`src/rtl/sync_mem_clr.sv`:
```
// sync_mem_clr: single-port synchronous RAM with registered read data and a clear sequencer
// that zeroes every location after reset and on request.
module sync_mem_clr #(
    parameter int DATA_W = 8,
    parameter int ADDR_W = 8
) (
    input  logic              clk,
    input  logic              rst_n,
    input  logic              rd,
    input  logic              wr,
    input  logic              clr,
    input  logic [ADDR_W-1:0] addr,
    input  logic [DATA_W-1:0] din,
    output logic [DATA_W-1:0] dout,
    output logic              dout_valid,
    output logic              busy
);
    typedef enum logic {CLEAR, IDLE} state_t;
    state_t state_q, state_d;
    logic [ADDR_W-1:0] clr_cnt_q, clr_cnt_d;
    logic [DATA_W-1:0] dout_q, dout_d;
    logic dout_valid_q, dout_valid_d;
    logic [DATA_W-1:0] mem [2**ADDR_W];
    logic mem_we;
    logic [ADDR_W-1:0] mem_addr;
    logic [DATA_W-1:0] mem_wdata;
    always_comb begin
        state_d = state_q;
        clr_cnt_d = clr_cnt_q;
        dout_d = dout_q;
        dout_valid_d = 1'b0;
        mem_we = 1'b0;
        mem_addr = addr;
        mem_wdata = din;
        if (state_q == CLEAR) begin
            mem_we = 1'b1;
            mem_addr = clr_cnt_q;
            mem_wdata = '0;
            clr_cnt_d = clr_cnt_q + ADDR_W'(1);
            if (&clr_cnt_q) state_d = IDLE;
        end else if (clr) begin
            state_d = CLEAR;
            clr_cnt_d = '0;
        end else begin
            mem_we = wr;
            if (rd) begin
                // write-first: a same-edge write is what the read returns
                dout_d = wr ? din : mem[addr];
                dout_valid_d = 1'b1;
            end
        end
    end
    always_ff @(posedge clk or negedge rst_n) begin
        if (!rst_n) begin
            state_q <= CLEAR;
            clr_cnt_q <= '0;
            dout_q <= '0;
            dout_valid_q <= 1'b0;
        end else begin
            state_q <= state_d;
            clr_cnt_q <= clr_cnt_d;
            dout_q <= dout_d;
            dout_valid_q <= dout_valid_d;
        end
    end
    // the array itself has no reset; the sequencer defines its contents
    always_ff @(posedge clk) begin
        if (mem_we) mem[mem_addr] <= mem_wdata;
    end
    assign dout = dout_q;
    assign dout_valid = dout_valid_q;
    assign busy = (state_q == CLEAR);
endmodule
```
`config.mk`:
```
export PLATFORM = sky130hd
export DESIGN_NAME = sync_mem_clr
export DESIGN_NICKNAME = d
export VERILOG_FILES = /design/src/rtl/sync_mem_clr.sv
export SDC_FILE = /design/constraint.sdc
export NUM_CORES = 2
export LEC_CHECK = 0
export CAP_MARGIN = 0
export CORE_ASPECT_RATIO = 0.9
export CORE_MARGIN = 8
export CORE_UTILIZATION = 63
export DETAILED_ROUTE_END_ITERATION = 10
export PLACE_DENSITY = 0.79
export SKIP_CTS_REPAIR_TIMING = 1
export SYNTH_ARGS = -nofsm -noshare
export SYNTH_HDL_FRONTEND = slang
export SYNTH_SLANG_ARGS = --single-unit
```
`constraint.sdc`:
```
create_clock -name clk -period 5.8 [get_ports clk]
set_input_delay 1.16 -clock clk [delete_from_list [all_inputs] [get_ports clk]]
set_output_delay 1.16 -clock clk [all_outputs]
set_load 0.02 [all_outputs]
```
== Word level (Yosys, flattened, before mapping) ==
Memory sizes are Yosys's and may differ from the RTL's. A register that Yosys moved wholly into a read port is not among the register bits.
Cells that the tools add are included.
Cells by class
  $add $sub $neg: 1
  multipliers: 0
  divide/modulo/power cells: 0
  order comparisons: 0
  equality and inequality tests: 1
  shift-type cells: 0
  mux-type cells: 14
  bitwise logic cells: 2
  reductions and logical operators: 3
Operator list (count)
  $mux 8: 4
  $mux 1: 10
  $add 8x1->8 const B: 1
  $reduce_and 8->1: 1
  $reduce_and 3->1: 1
  $ne 2x2->1 const B: 1
  $not 1->1: 2
  $logic_not 1->1: 1
Storage, ports and cells
  flip-flop bits (word level): 10
  latch bits: 0
  memory bits (writable): 2048
  bits in read-only memories: 0
  bits of input ports: 21
  output and inout port bits: 10
  logic and storage cells: 25
  memories kept: 1
Memories
  mem: depth 256, bits a word 8, rd ports 1, clocked after memory_dff 1, write ports 1, RTL line 23  | logic [DATA_W-1:0] mem [2**ADDR_W];

== Logic depth before layout (Yosys ltp) ==
  word-level depth: 4
  gate-level depth with buffers: 11

== Least setup slack after synthesis ==
No wires, ideal clock.
  path type: input port to flip-flop
  from: input port din[2]
  to: memory mem[0][2] (data pin)
  setup time: 0.870 ns
  data arrival time: 4.403 ns
  path slack: 0.527 ns
  cell stages on the path: 1
  buffers on the path: 0
  path through: and2_1
On the way
  longest elaborated chain between the ends: 1
Ends and longest elaborated chain
  start: declaration: RTL line 13  | input logic [DATA_W-1:0] din,
  $mux 8: RTL line 35  | if (state_q == CLEAR) begin
  end: declaration: RTL line 23
Every way passes these cells.

== Final worst setup path ==
  from: input port addr[5]
  to: memory mem[203][6], enable pin
On the way
  longest elaborated chain between the ends: 1
Ends and longest elaborated chain
  start: declaration: RTL line 12  | input logic [ADDR_W-1:0] addr,
  $mux 8: RTL line 35
Every way passes these cells.

==> flow_metrics.env <==
export IMPL_status="completed"
export IMPL_worstPathRequired_ns=6.24
export IMPL_overflow=0
export IMPL_rsz0062_at_grt="no"
export IMPL_htreeDepth=4
export IMPL_slew_headroom=0.226
export IMPL_critPathMaxFanout=16
export IMPL_synth_edf_count=2048
export IMPL_drt_iter0_markers=6546
export IMPL_leakagePower_uw=0.0280
export IMPL_num_vias=40881
export IMPL_wire_per_inst_um=34.6
export IMPL_drive_gt1_frac=0.224
export IMPL_grt_first_pass_wirelength_mm=288
export IMPL_cts_path_max_buffers=3
export IMPL_drc=0
export IMPL_synth_top_cell_area_share=0.766
export IMPL_cp_data_arrival_time_ns=4.91
export IMPL_die_y_um=355
export IMPL_port_buffers=30
export IMPL_yosys_warnings=0
export IMPL_start_util=0.633
export IMPL_row_count=124
export IMPL_ys_seq_area_frac=0.772
export IMPL_stdcell_area_um2=88800
export IMPL_io_pins=31
export IMPL_clk_pin_slew_ns=0.06
export IMPL_placement_cell_area_um2=82700
export IMPL_setup_slack_ns=1.33
export IMPL_cp_start_kind="input pin"
export IMPL_viasPerCell=7.10
export IMPL_crit_type="in2reg"
export IMPL_power_density_nw_per_um2=345
export IMPL_finalClockSkew_ns=0.0537
export IMPL_syn2layout_area_growth_pct=10.6
export IMPL_wl_mm=199
export IMPL_yosysTopAreaCell="edfxtp_1"
export IMPL_yosysMostFrequentCell="edfxtp_1"
export IMPL_pre_cts_slack_ns=0.776
export IMPL_dr_pass1_iters=6
export IMPL_yosys_top_cells_count="edfxtp_1, mux4_2, nor2_1"
export IMPL_clk_latency_ns=0.84
export IMPL_whs_ns=0.597
export IMPL_final_antenna_net_count=0
export IMPL_synthArstFlopShare=0.00871
export IMPL_die_area_um2=139000
export IMPL_fin_setup_tns_ns=0
export IMPL_final_hold_violation_count=0
export IMPL_die_x_um=392
export IMPL_ys_seq_elements=2066
export IMPL_syn_inst=3784
export IMPL_ys_types=63
export IMPL_gp_congestion=0.923
export IMPL_peakVddDrop_v=0.000391
export IMPL_grt_total_usage=0.287
export IMPL_period_share=0.770
export IMPL_min_path_type="reg2reg"
export IMPL_antenna_found_initial=4
export IMPL_cap_viol_max_count=0
export IMPL_synthTopCellsByArea="edfxtp_1, mux4_2, nor2_1"
export IMPL_core_um2=127000
export IMPL_worst_slew_pin_slew_ns=1.16
export IMPL_fmax_mhz=224
export IMPL_worst_setup_path_end_kind="flop"
export IMPL_synth_area_um2=80300
export IMPL_min_period_ns=4.47
export IMPL_numClockSinks=2066
export IMPL_hpwl_mm=119
export IMPL_synthFlopType="edfxtp_1"
export IMPL_syn_avg_cell_area_um2=21.2
export IMPL_final_core_util=0.700
export IMPL_finalSetupViolCount=0
export IMPL_postSynthNetCount=3806
export IMPL_grt_max_degree=140
export IMPL_final_max_slew_violation_count=0
export IMPL_cts_tree="yes"
export IMPL_nets=3918
export IMPL_numCtsBuffers=191
export IMPL_grt_pass1_vias=40644
export IMPL_root_buffer="clkbuf_16"
[final timing paths]
path                                   start           end  slack, ns  cells after the start
worst min register to register  clr_cnt_q[7]  clr_cnt_q[7]       0.60                      1
worst max-delay path                 addr[5]   mem[203][6]       1.33                      5
worst min-delay path            clr_cnt_q[7]  clr_cnt_q[7]       0.60                      1
max in group asynchronous              rst_n  clr_cnt_q[0]       4.18                      1
worst max register to register       state_q   mem[248][0]       1.65                      6
min in group asynchronous              rst_n    dout_valid       0.93                      1
[layout by cell type (no fill, tap or decap), types with 22 or more instances in the layout]
cell	Yosys	layout
clkbuf_16	0	197
buf_12	0	24
edfxtp_1	2048	2048
o22ai_1	89	89
clkdlybuf4s50_1	0	25
nand3_1	58	58
buf_4	40	88
mux2i_1	88	88
clkinv_1	0	50
a21oi_1	52	52
a211oi_1	22	22
clkinv_2	0	34
nor2_1	296	296
nand2_1	90	90
a22oi_1	61	61
mux4_2	494	494
clkbuf_1	73	32
[cell families (layout without fill, tap and decap cells)]
| family | Yosys count | in the layout | share of synthesized area |
|---|---|---|---|
| compound gates | 328 | 328 | 0.0278 |
| xor+xnor | 4 | 4 | 0.000436 |
| fa+ha+maj | 1 | 1 | 0.000156 |
| buf+inv | 231 | 499 | 0.0155 |
| flops | 2066 | 2066 | 0.772 |
| mux | 604 | 604 | 0.155 |
| other cells | 0 | 5 | 0 |
| simple gates | 550 | 550 | 0.0300 |
[where the power goes]
part | switching [µW] | total [µW] | internal [µW]
Clock | 5410 | 12300 | 6870
Sequential | 87.5 | 16400 | 16400
Combinational | 1320 | 1950 | 626
[metrics by stage]
stage	instances	power [µW]
after CTS	5753	30700
final	5758	30700
after floorplan	3784	17800
after detailed placement	5404	18600
after global routing	5753	31300
after global placement	5404	18600
[registers in the layout, indices dropped and copies added (netlist names)]
signal      cells
dout            8
dout_valid      1
clr_cnt_q       8
mem          2048
state_q         1
[final cells by class]
type	count	area [µm²]
inverters	10	37.5
fillers	7208	38000
clock buffers	232	5090
diodes	5	12.5
flip-flops and latches	2066	61900
well taps	1701	2130
clock inverters	117	1000
repair buffers	140	1440
multi-input cells	1487	17100
[worst max-delay path, cell delays in order]
cell and delay, ns:
clkdlybuf4s50_1 0.86, or2_2 0.66, o21ai_1 0.48, nand3_1 0.78, nor2_1 0.94
[metal layers]
metal,track usage,part of all wire,up-vias
met5,0,0.000065,-
met4,0.119,0.047,2
met3,0.0815,0.13,537
met2,0.425,0.46,3148
met1,0.410,0.36,21144
li1,-,-,16050
Power figures use the tool's default switching activity.
